**config.mk**
```make
export PLATFORM = sky130hd
export DESIGN_NAME = result_order_fifo_flat
export DESIGN_NICKNAME = d
export VERILOG_FILES = /design/src/rtl/result_order_fifo_if.sv /design/src/rtl/result_order_fifo.sv /design/src/flat_wrapper.sv
export SDC_FILE = /design/constraint.sdc
export NUM_CORES = 1
export LEC_CHECK = 0
export CORE_MARGIN = 2
export CORE_UTILIZATION = 40
export DETAILED_ROUTE_END_ITERATION = 8
export DONT_BUFFER_PORTS = 1
export SYNTH_ARGS = -nofsm -noshare
export SYNTH_HDL_FRONTEND = slang
export SYNTH_SLANG_ARGS = --single-unit
```
**constraint.sdc**
```tcl
create_clock -name clk -period 4.2 [get_ports clk]
set_clock_uncertainty 0.2 [all_clocks]
set_input_delay 0.63 -clock clk [delete_from_list [all_inputs] [get_ports clk]]
set_output_delay 0.63 -clock clk [all_outputs]
set_load 0.02 [all_outputs]
```
**src/rtl/result_order_fifo_if.sv**
```systemverilog
// Bundle of signals between the decoder / execution units and the in-order
// completion buffer. The slave side is the buffer itself; the master side is
// whatever drives issue and completion traffic (decoder + units, or a bench).
interface result_order_fifo_if #(
    parameter int DEPTH  = 4,
    parameter int DATA_W = 32
);
    localparam int CW = $clog2(DEPTH) + 1;

    // control
    logic              flush;
    logic              issue_valid;
    logic [1:0]        issue_unit;

    // add/sub unit completion
    logic              add_done;
    logic [DATA_W-1:0] add_result;
    logic              add_overflow;

    // multiply unit completion
    logic              mul_done;
    logic [DATA_W-1:0] mul_result;
    logic              mul_overflow;

    // sine/cosine unit completion (never overflows)
    logic              sine_done;
    logic [DATA_W-1:0] sine_result;

    // retire stream and status
    logic              out_fifo_hold;
    logic [CW-1:0]     count;
    logic [DATA_W-1:0] result;
    logic              done;
    logic              overflow;
    logic              err;

    modport master (
        output flush, issue_valid, issue_unit,
        output add_done, add_result, add_overflow,
        output mul_done, mul_result, mul_overflow,
        output sine_done, sine_result,
        input  out_fifo_hold, count, result, done, overflow, err
    );

    modport slave (
        input  flush, issue_valid, issue_unit,
        input  add_done, add_result, add_overflow,
        input  mul_done, mul_result, mul_overflow,
        input  sine_done, sine_result,
        output out_fifo_hold, count, result, done, overflow, err
    );
endinterface

```
**src/rtl/result_order_fifo.sv**
```systemverilog
// In-order completion buffer for the FP co-processor. A tag FIFO records which
// unit every dispatched operation went to; each unit owns a one-entry holding
// register for its finished result. Results leave strictly in issue order, one
// per cycle, as a registered result/done/overflow stream.
module result_order_fifo #(
    parameter int DEPTH  = 4,
    parameter int DATA_W = 32
) (
    input  logic               clk,
    input  logic               n_rst,
    result_order_fifo_if.slave bus
);
    localparam int PW = $clog2(DEPTH);
    localparam int CW = $clog2(DEPTH) + 1;
    localparam int NU = 3;
    localparam logic [1:0] UNIT_ILLEGAL = 2'd3;

    // ------------------------------------------------------------------
    // Unit-indexed views of the completion ports (0 add, 1 mul, 2 sine)
    // ------------------------------------------------------------------
    logic [NU-1:0]     unit_done;
    logic [NU-1:0]     unit_ovf;
    logic [DATA_W-1:0] unit_result [NU];

    assign unit_done      = {bus.sine_done, bus.mul_done, bus.add_done};
    assign unit_ovf       = {1'b0, bus.mul_overflow, bus.add_overflow};
    assign unit_result[0] = bus.add_result;
    assign unit_result[1] = bus.mul_result;
    assign unit_result[2] = bus.sine_result;

    // ------------------------------------------------------------------
    // State
    // ------------------------------------------------------------------
    logic [1:0]        tag_mem [DEPTH];
    logic [PW-1:0]     wr_ptr_reg;
    logic [PW-1:0]     rd_ptr_reg;
    logic [CW-1:0]     count_reg;
    logic [CW-1:0]     count_next;

    logic [CW-1:0]     pend_reg [NU];
    logic [NU-1:0]     hold_valid_reg;
    logic [NU-1:0]     hold_ovf_reg;
    logic [DATA_W-1:0] hold_data_reg [NU];

    logic [DATA_W-1:0] result_reg;
    logic              overflow_reg;
    logic              done_reg;
    logic              err_reg;

    // ------------------------------------------------------------------
    // Decode of this cycle's events
    // ------------------------------------------------------------------
    logic              full;
    logic [1:0]        head_unit;
    logic              push;
    logic              issue_err;
    logic              retire;
    logic [NU-1:0]     unit_retire;
    logic [NU-1:0]     unit_capture;
    logic [NU-1:0]     unit_done_err;
    logic [NU-1:0]     unit_push;
    logic [DATA_W-1:0] retire_data;
    logic              retire_ovf;

    // Full is judged on the registered count, so a retire in the same cycle
    // does not make room for a push.
    assign full      = (count_reg == CW'(DEPTH));
    assign head_unit = tag_mem[rd_ptr_reg];
    assign push      = !bus.flush && bus.issue_valid &&
                       (bus.issue_unit != UNIT_ILLEGAL) && !full;
    assign issue_err = bus.issue_valid &&
                       ((bus.issue_unit == UNIT_ILLEGAL) || full);

    genvar gi;
    generate
        for (gi = 0; gi < NU; gi++) begin : gen_unit
            // The head entry belongs to this unit and its result is ready.
            assign unit_retire[gi]   = (count_reg != '0) &&
                                       (head_unit == 2'(gi)) &&
                                       hold_valid_reg[gi];
            // Accept a completion only if a tag is outstanding and the
            // holding register is free (or is being emptied right now).
            assign unit_capture[gi]  = unit_done[gi] &&
                                       (pend_reg[gi] != '0) &&
                                       (!hold_valid_reg[gi] || unit_retire[gi]);
            // Any completion that is not accepted is a protocol error.
            assign unit_done_err[gi] = unit_done[gi] && !unit_capture[gi];
            assign unit_push[gi]     = push && (bus.issue_unit == 2'(gi));
        end
    endgenerate

    assign retire = |unit_retire;

    // Select the holding register named by the FIFO head.
    always_comb begin
        retire_data = '0;
        retire_ovf  = 1'b0;
        for (int u = 0; u < NU; u++) begin
            if (unit_retire[u]) begin
                retire_data = hold_data_reg[u];
                retire_ovf  = hold_ovf_reg[u];
            end
        end
    end

    // Occupancy update: simultaneous push and pop leave it unchanged.
    always_comb begin
        count_next = count_reg;
        case ({push, retire})
            2'b10:   count_next = count_reg + CW'(1);
            2'b01:   count_next = count_reg - CW'(1);
            default: count_next = count_reg;
        endcase
    end

    // ------------------------------------------------------------------
    // Sequential logic
    // ------------------------------------------------------------------

    // Tag storage: plain memory, no reset needed because count guards reads.
    always_ff @(posedge clk) begin
        if (push) begin
            tag_mem[wr_ptr_reg] <= bus.issue_unit;
        end
    end

    // FIFO pointers, occupancy, retire stream and sticky error.
    always_ff @(posedge clk or negedge n_rst) begin
        if (!n_rst) begin
            wr_ptr_reg   <= '0;
            rd_ptr_reg   <= '0;
            count_reg    <= '0;
            result_reg   <= '0;
            overflow_reg <= 1'b0;
            done_reg     <= 1'b0;
            err_reg      <= 1'b0;
        end else if (bus.flush) begin
            wr_ptr_reg   <= '0;
            rd_ptr_reg   <= '0;
            count_reg    <= '0;
            result_reg   <= '0;
            overflow_reg <= 1'b0;
            done_reg     <= 1'b0;
            err_reg      <= 1'b0;
        end else begin
            if (push) begin
                wr_ptr_reg <= wr_ptr_reg + PW'(1);
            end
            if (retire) begin
                rd_ptr_reg   <= rd_ptr_reg + PW'(1);
                result_reg   <= retire_data;
                overflow_reg <= retire_ovf;
            end
            count_reg <= count_next;
            done_reg  <= retire;
            if (issue_err || (|unit_done_err)) begin
                err_reg <= 1'b1;
            end
        end
    end

    // Per-unit pending counters and holding registers.
    always_ff @(posedge clk or negedge n_rst) begin
        if (!n_rst) begin
            hold_valid_reg <= '0;
            hold_ovf_reg   <= '0;
            for (int u = 0; u < NU; u++) begin
                pend_reg[u]      <= '0;
                hold_data_reg[u] <= '0;
            end
        end else if (bus.flush) begin
            hold_valid_reg <= '0;
            hold_ovf_reg   <= '0;
            for (int u = 0; u < NU; u++) begin
                pend_reg[u]      <= '0;
                hold_data_reg[u] <= '0;
            end
        end else begin
            for (int u = 0; u < NU; u++) begin
                // A capture wins over the clear so a back-to-back completion
                // keeps the register valid while its predecessor retires.
                if (unit_capture[u]) begin
                    hold_valid_reg[u] <= 1'b1;
                    hold_data_reg[u]  <= unit_result[u];
                    hold_ovf_reg[u]   <= unit_ovf[u];
                end else if (unit_retire[u]) begin
                    hold_valid_reg[u] <= 1'b0;
                end

                case ({unit_push[u], unit_retire[u]})
                    2'b10:   pend_reg[u] <= pend_reg[u] + CW'(1);
                    2'b01:   pend_reg[u] <= pend_reg[u] - CW'(1);
                    default: pend_reg[u] <= pend_reg[u];
                endcase
            end
        end
    end

    // ------------------------------------------------------------------
    // Outputs
    // ------------------------------------------------------------------
    assign bus.out_fifo_hold = full;
    assign bus.count         = count_reg;
    assign bus.result        = result_reg;
    assign bus.done          = done_reg;
    assign bus.overflow      = overflow_reg;
    assign bus.err           = err_reg;

endmodule

```
**src/flat_wrapper.sv**
```systemverilog
// flat-port wrapper written by rule: the top's interface ports become plain ports
module result_order_fifo_flat 
#(
    parameter int DEPTH  = 4,
    parameter int DATA_W = 32
)
  (clk, n_rst, bus_flush, bus_issue_valid, bus_issue_unit, bus_add_done, bus_add_result, bus_add_overflow, bus_mul_done, bus_mul_result, bus_mul_overflow, bus_sine_done, bus_sine_result, bus_out_fifo_hold, bus_count, bus_result, bus_done, bus_overflow, bus_err);
  result_order_fifo_if #(.DEPTH(DEPTH), .DATA_W(DATA_W)) bus_i ();
  input  logic clk;
  input  logic n_rst;
  input wire logic [$bits(bus_i.flush)-1:0] bus_flush;
  input wire logic [$bits(bus_i.issue_valid)-1:0] bus_issue_valid;
  input wire logic [$bits(bus_i.issue_unit)-1:0] bus_issue_unit;
  input wire logic [$bits(bus_i.add_done)-1:0] bus_add_done;
  input wire logic [$bits(bus_i.add_result)-1:0] bus_add_result;
  input wire logic [$bits(bus_i.add_overflow)-1:0] bus_add_overflow;
  input wire logic [$bits(bus_i.mul_done)-1:0] bus_mul_done;
  input wire logic [$bits(bus_i.mul_result)-1:0] bus_mul_result;
  input wire logic [$bits(bus_i.mul_overflow)-1:0] bus_mul_overflow;
  input wire logic [$bits(bus_i.sine_done)-1:0] bus_sine_done;
  input wire logic [$bits(bus_i.sine_result)-1:0] bus_sine_result;
  output wire logic [$bits(bus_i.out_fifo_hold)-1:0] bus_out_fifo_hold;
  output wire logic [$bits(bus_i.count)-1:0] bus_count;
  output wire logic [$bits(bus_i.result)-1:0] bus_result;
  output wire logic [$bits(bus_i.done)-1:0] bus_done;
  output wire logic [$bits(bus_i.overflow)-1:0] bus_overflow;
  output wire logic [$bits(bus_i.err)-1:0] bus_err;
  assign bus_i.flush = bus_flush;
  assign bus_i.issue_valid = bus_issue_valid;
  assign bus_i.issue_unit = bus_issue_unit;
  assign bus_i.add_done = bus_add_done;
  assign bus_i.add_result = bus_add_result;
  assign bus_i.add_overflow = bus_add_overflow;
  assign bus_i.mul_done = bus_mul_done;
  assign bus_i.mul_result = bus_mul_result;
  assign bus_i.mul_overflow = bus_mul_overflow;
  assign bus_i.sine_done = bus_sine_done;
  assign bus_i.sine_result = bus_sine_result;
  assign bus_out_fifo_hold = bus_i.out_fifo_hold;
  assign bus_count = bus_i.count;
  assign bus_result = bus_i.result;
  assign bus_done = bus_i.done;
  assign bus_overflow = bus_i.overflow;
  assign bus_err = bus_i.err;
  result_order_fifo #(.DEPTH(DEPTH), .DATA_W(DATA_W)) u_core (.clk(clk), .n_rst(n_rst), .bus(bus_i));
endmodule
```
==> key figures <==
Critical path
  • Critical Path AT: 3.48 ns
  • Crit start category: flop
  • Required @ worst endpoint: 4.35 ns
  • Buf/Inv on CP: 0
  • Slowest-stage cell, CP: mux4_2
  • WS Path Type: flop to flop
  • Crit-path max FO: 38
  • Worst stage delay on the critical path: 0.89 ns
  • Crit-path cells: mux4_2 > nand4bb_2 > a21oi_1 > fa_1 > or3b_1 > a21o_1 > a21oi_1
  • Worst path most repeated cell: a21oi_1
  • CP Capture Type: flop
  • Crit path max-delay family: multiplexers

Clock tree
  • Clk sinks: 160
  • Postcts setup bufs: 0
  • Clock latency on the worst-skew pair: 0.42 ns
  • H-tree levels: 4
  • CTS clk-pin slew, worst paths: 0.06 ns
  • CTS tree: done
  • Post-CTS resize count: 0
  • Root Driver: clkbuf_16
  • Max clock buf depth: 2
  • CTS buffer count: 17

Logic synthesis
  • Main synth FF type: dfrtp_1
  • Library cells used by synthesis: 55
  • Post-synthesis cell area: 0.007704 mm2
  • EDFF count, synth: 8
  • Yosys warns: 0
  • Post-Syn Nets: 932
  • Flops & latches, synth: 160
  • Synth Instances: 817
  • Synth Area per Inst: 9.429 um2
  • Async set-reset flop share out of synthesis: 95.00%
  • Register area share after synthesis: 52.49%

Run status
  • Status: finished with violations
  • Failing checks: negative hold slack

Route
  • Vias per cell: 5.509
  • Pre-Repair DR Iteration Count: 4
  • Total number of vias: 5806
  • Drt initial violations: 406
  • Final antenna-violating net count: 0
  • Routed WL: 20.97 mm
  • Post-route DRC: 0
  • Routed wire per std cell: 19.89 um

Timing
  • Hold slack: -0.2932 ns
  • Slew Limit Fails: 0
  • RSZ-0062 raised after global routing: false
  • Setup TNS: 0 ns
  • Rel. slew slack: 39.70%
  • Final setup violation count: 0
  • Post-route clock period utilization: 79.27%
  • Final hold vios: 152
  • Worst-Margin Slew: 0.9025 ns
  • Fin worst setup slack: 0.8707 ns
  • Post-route minimum period: 3.329 ns
  • Max Fclk: 300.4 MHz

Cells and area
  • Filler Cell Count: 1828
  • Max reg flops: 96
  • Multi-input logic area: 0.003351 mm2
  • Register area: 0.004044 mm2
  • Final net count: 896
  • Share of post-route cells with drive strength above 1: 7.179%
  • # diodes: 0
  • Area Growth Syn to Fin: 10.13%
  • Fin area: 0.008484 mm2

Die
  • Row count: 50
  • Core ar.: 0.01883 mm2
  • Initial Util: 40.91%
  • Die span in y: 142.8 um
  • Die Span X: 142.8 um
  • Die ar.: 0.02038 mm2
  • Ports: 146

Global route
  • All-Layer GR Usage: 21.20%
  • Vias in the first global route: 5792
  • First-pass GRT wire length: 33.09 mm
  • Largest net degree at the start of global routing: 160
  • Overflow after GRT: 0
  • Initial antenna violation count: 0

Place
  • DP HPWL: 12.76 mm
  • Placer Congestion: 0.7457
  • Number of port buffers: 0
  • DP Area: 0.007853 mm2
  • Pre-CTS WS: 0.8627 ns

Hold path
  • Hold Crit Class: primary input to async pin

Power
  • VDD IR max: 0.0002854 V
  • Lkg Pwr: 0.003786 uW
  • PD cells: 404.1 mW/mm2
  • Final Power: 3428 uW

Job
  • Max Cap Viol: 0
==> final cells by class <==
cell class              count  share of cell area [%]
flip-flops and latches    160                   47.66
multi-input cells         583                   39.49
clock buffers              22                   5.722
well taps                 260                   3.834
clock inverters            10                   1.725
repair buffers             13                   1.298
inverters                   6                  0.2654
==> path summary, 6_finish.rpt <==
path / from / endpoint / slack (ns) / depth (start not counted)
hold / removal: n_rst / u_core.bus.count[1] / -0.29 / 0
setup / recovery: u_core.rd_ptr_reg[0] / u_core.pend_reg[2] / 0.87 / 7
min in group clk: bus_flush / u_core.bus.err / 0.07 / 1
hold reg to reg: u_core.hold_data_reg[51] / u_core.hold_data_reg[51] / 0.31 / 2
setup reg to reg: u_core.rd_ptr_reg[0] / u_core.pend_reg[2] / 0.87 / 7
max in group asynchronous: n_rst / u_core.pend_reg[6] / 3.69 / 0
==> power by group <==
group | internal [uW] | switching, uW | total, uW | leakage, uW
clock | 1010 | 653 | 1660 | 0.000307
combinational | 58.2 | 98.0 | 156 | 0.00129
sequential | 1580 | 28.1 | 1610 | 0.00219
==> synthesized netlist by cell type, types with 5 or more instances <==
cell type	count	share of area, %
nor2_1	48	2.3
nand3b_1	32	3.1
nor3_1	6	0.39
a21oi_1	141	9.2
edfxtp_1	8	3.1
dfrtp_1	152	49
clkbuf_1	48	2.3
buf_2	7	0.45
nand2b_1	5	0.41
and2_1	5	0.41
nand2_1	172	8.4
mux2i_1	37	4.8
o22ai_1	32	2.6
inv_1	6	0.29
buf_1	5	0.24
and3_1	33	2.7
buf_6	5	0.73
o21ai_0	7	0.45
==> layer usage <==
layer  vias up  routed length, um  GRT usage, %
li1       2751                  -             -
met1      2891               9360         27.97
met2       153               9935         34.36
met3        11               1503         6.271
met4         0                167         5.367
met5         -                  0             0
==> logic make-up (layout without fill, tap and decap cells) <==
family	after synthesis	after routing	share of synthesized area, %
adders and majority gates	8	8	1.689
and+or+nand+nor	333	333	21.11
xor gates and xnor gates	6	6	0.8608
AOI/OAI and AO/OA	197	197	14.10
buffers and inverters	74	51	4.353
DFF	160	160	52.49
muxes	39	39	5.392
==> per-stage QoR <==
| step | util, % | std cells | hold slack, ns |
|---|---|---|---|
| 2_1_floorplan | - | 817 | 0.1344 |
| 3_3_place_gp | 41.70 | 1022 | 0.1476 |
| 3_5_place_dp | 41.70 | 1022 | 0.1440 |
| 4_1_cts | 45.06 | 1054 | -0.3122 |
| 5_1_grt | 45.06 | 1054 | -0.3083 |
| 6_report | 45.06 | 1054 | -0.2932 |
==> cell usage in the layout (no fill, tap or decap), drive strengths merged, types with 2 or more instances in the layout <==
| cell | n |
|---|---|
| nor4b | 2 |
| fa | 4 |
| a21oi | 143 |
| edfxtp | 8 |
| ha | 4 |
| clkbuf | 22 |
| or3 | 2 |
| a21o | 2 |
| and3 | 33 |
| mux4 | 2 |
| clkinv | 3 |
| nor4 | 4 |
| mux2i | 37 |
| nand3b | 32 |
| and2 | 5 |
| dfrtp | 152 |
| nand3 | 2 |
| nor2b | 4 |
| o21ai | 7 |
| bufinv | 3 |
| nor3 | 7 |
| inv | 9 |
| or3b | 5 |
| buf | 13 |
| nor2 | 48 |
| o31ai | 4 |
| nand2b | 5 |
| nor3b | 3 |
| o22ai | 32 |
| nand2 | 172 |
| nor4bb | 3 |
| xor2 | 4 |
Note: power is estimated with default switching activity, not from simulation.
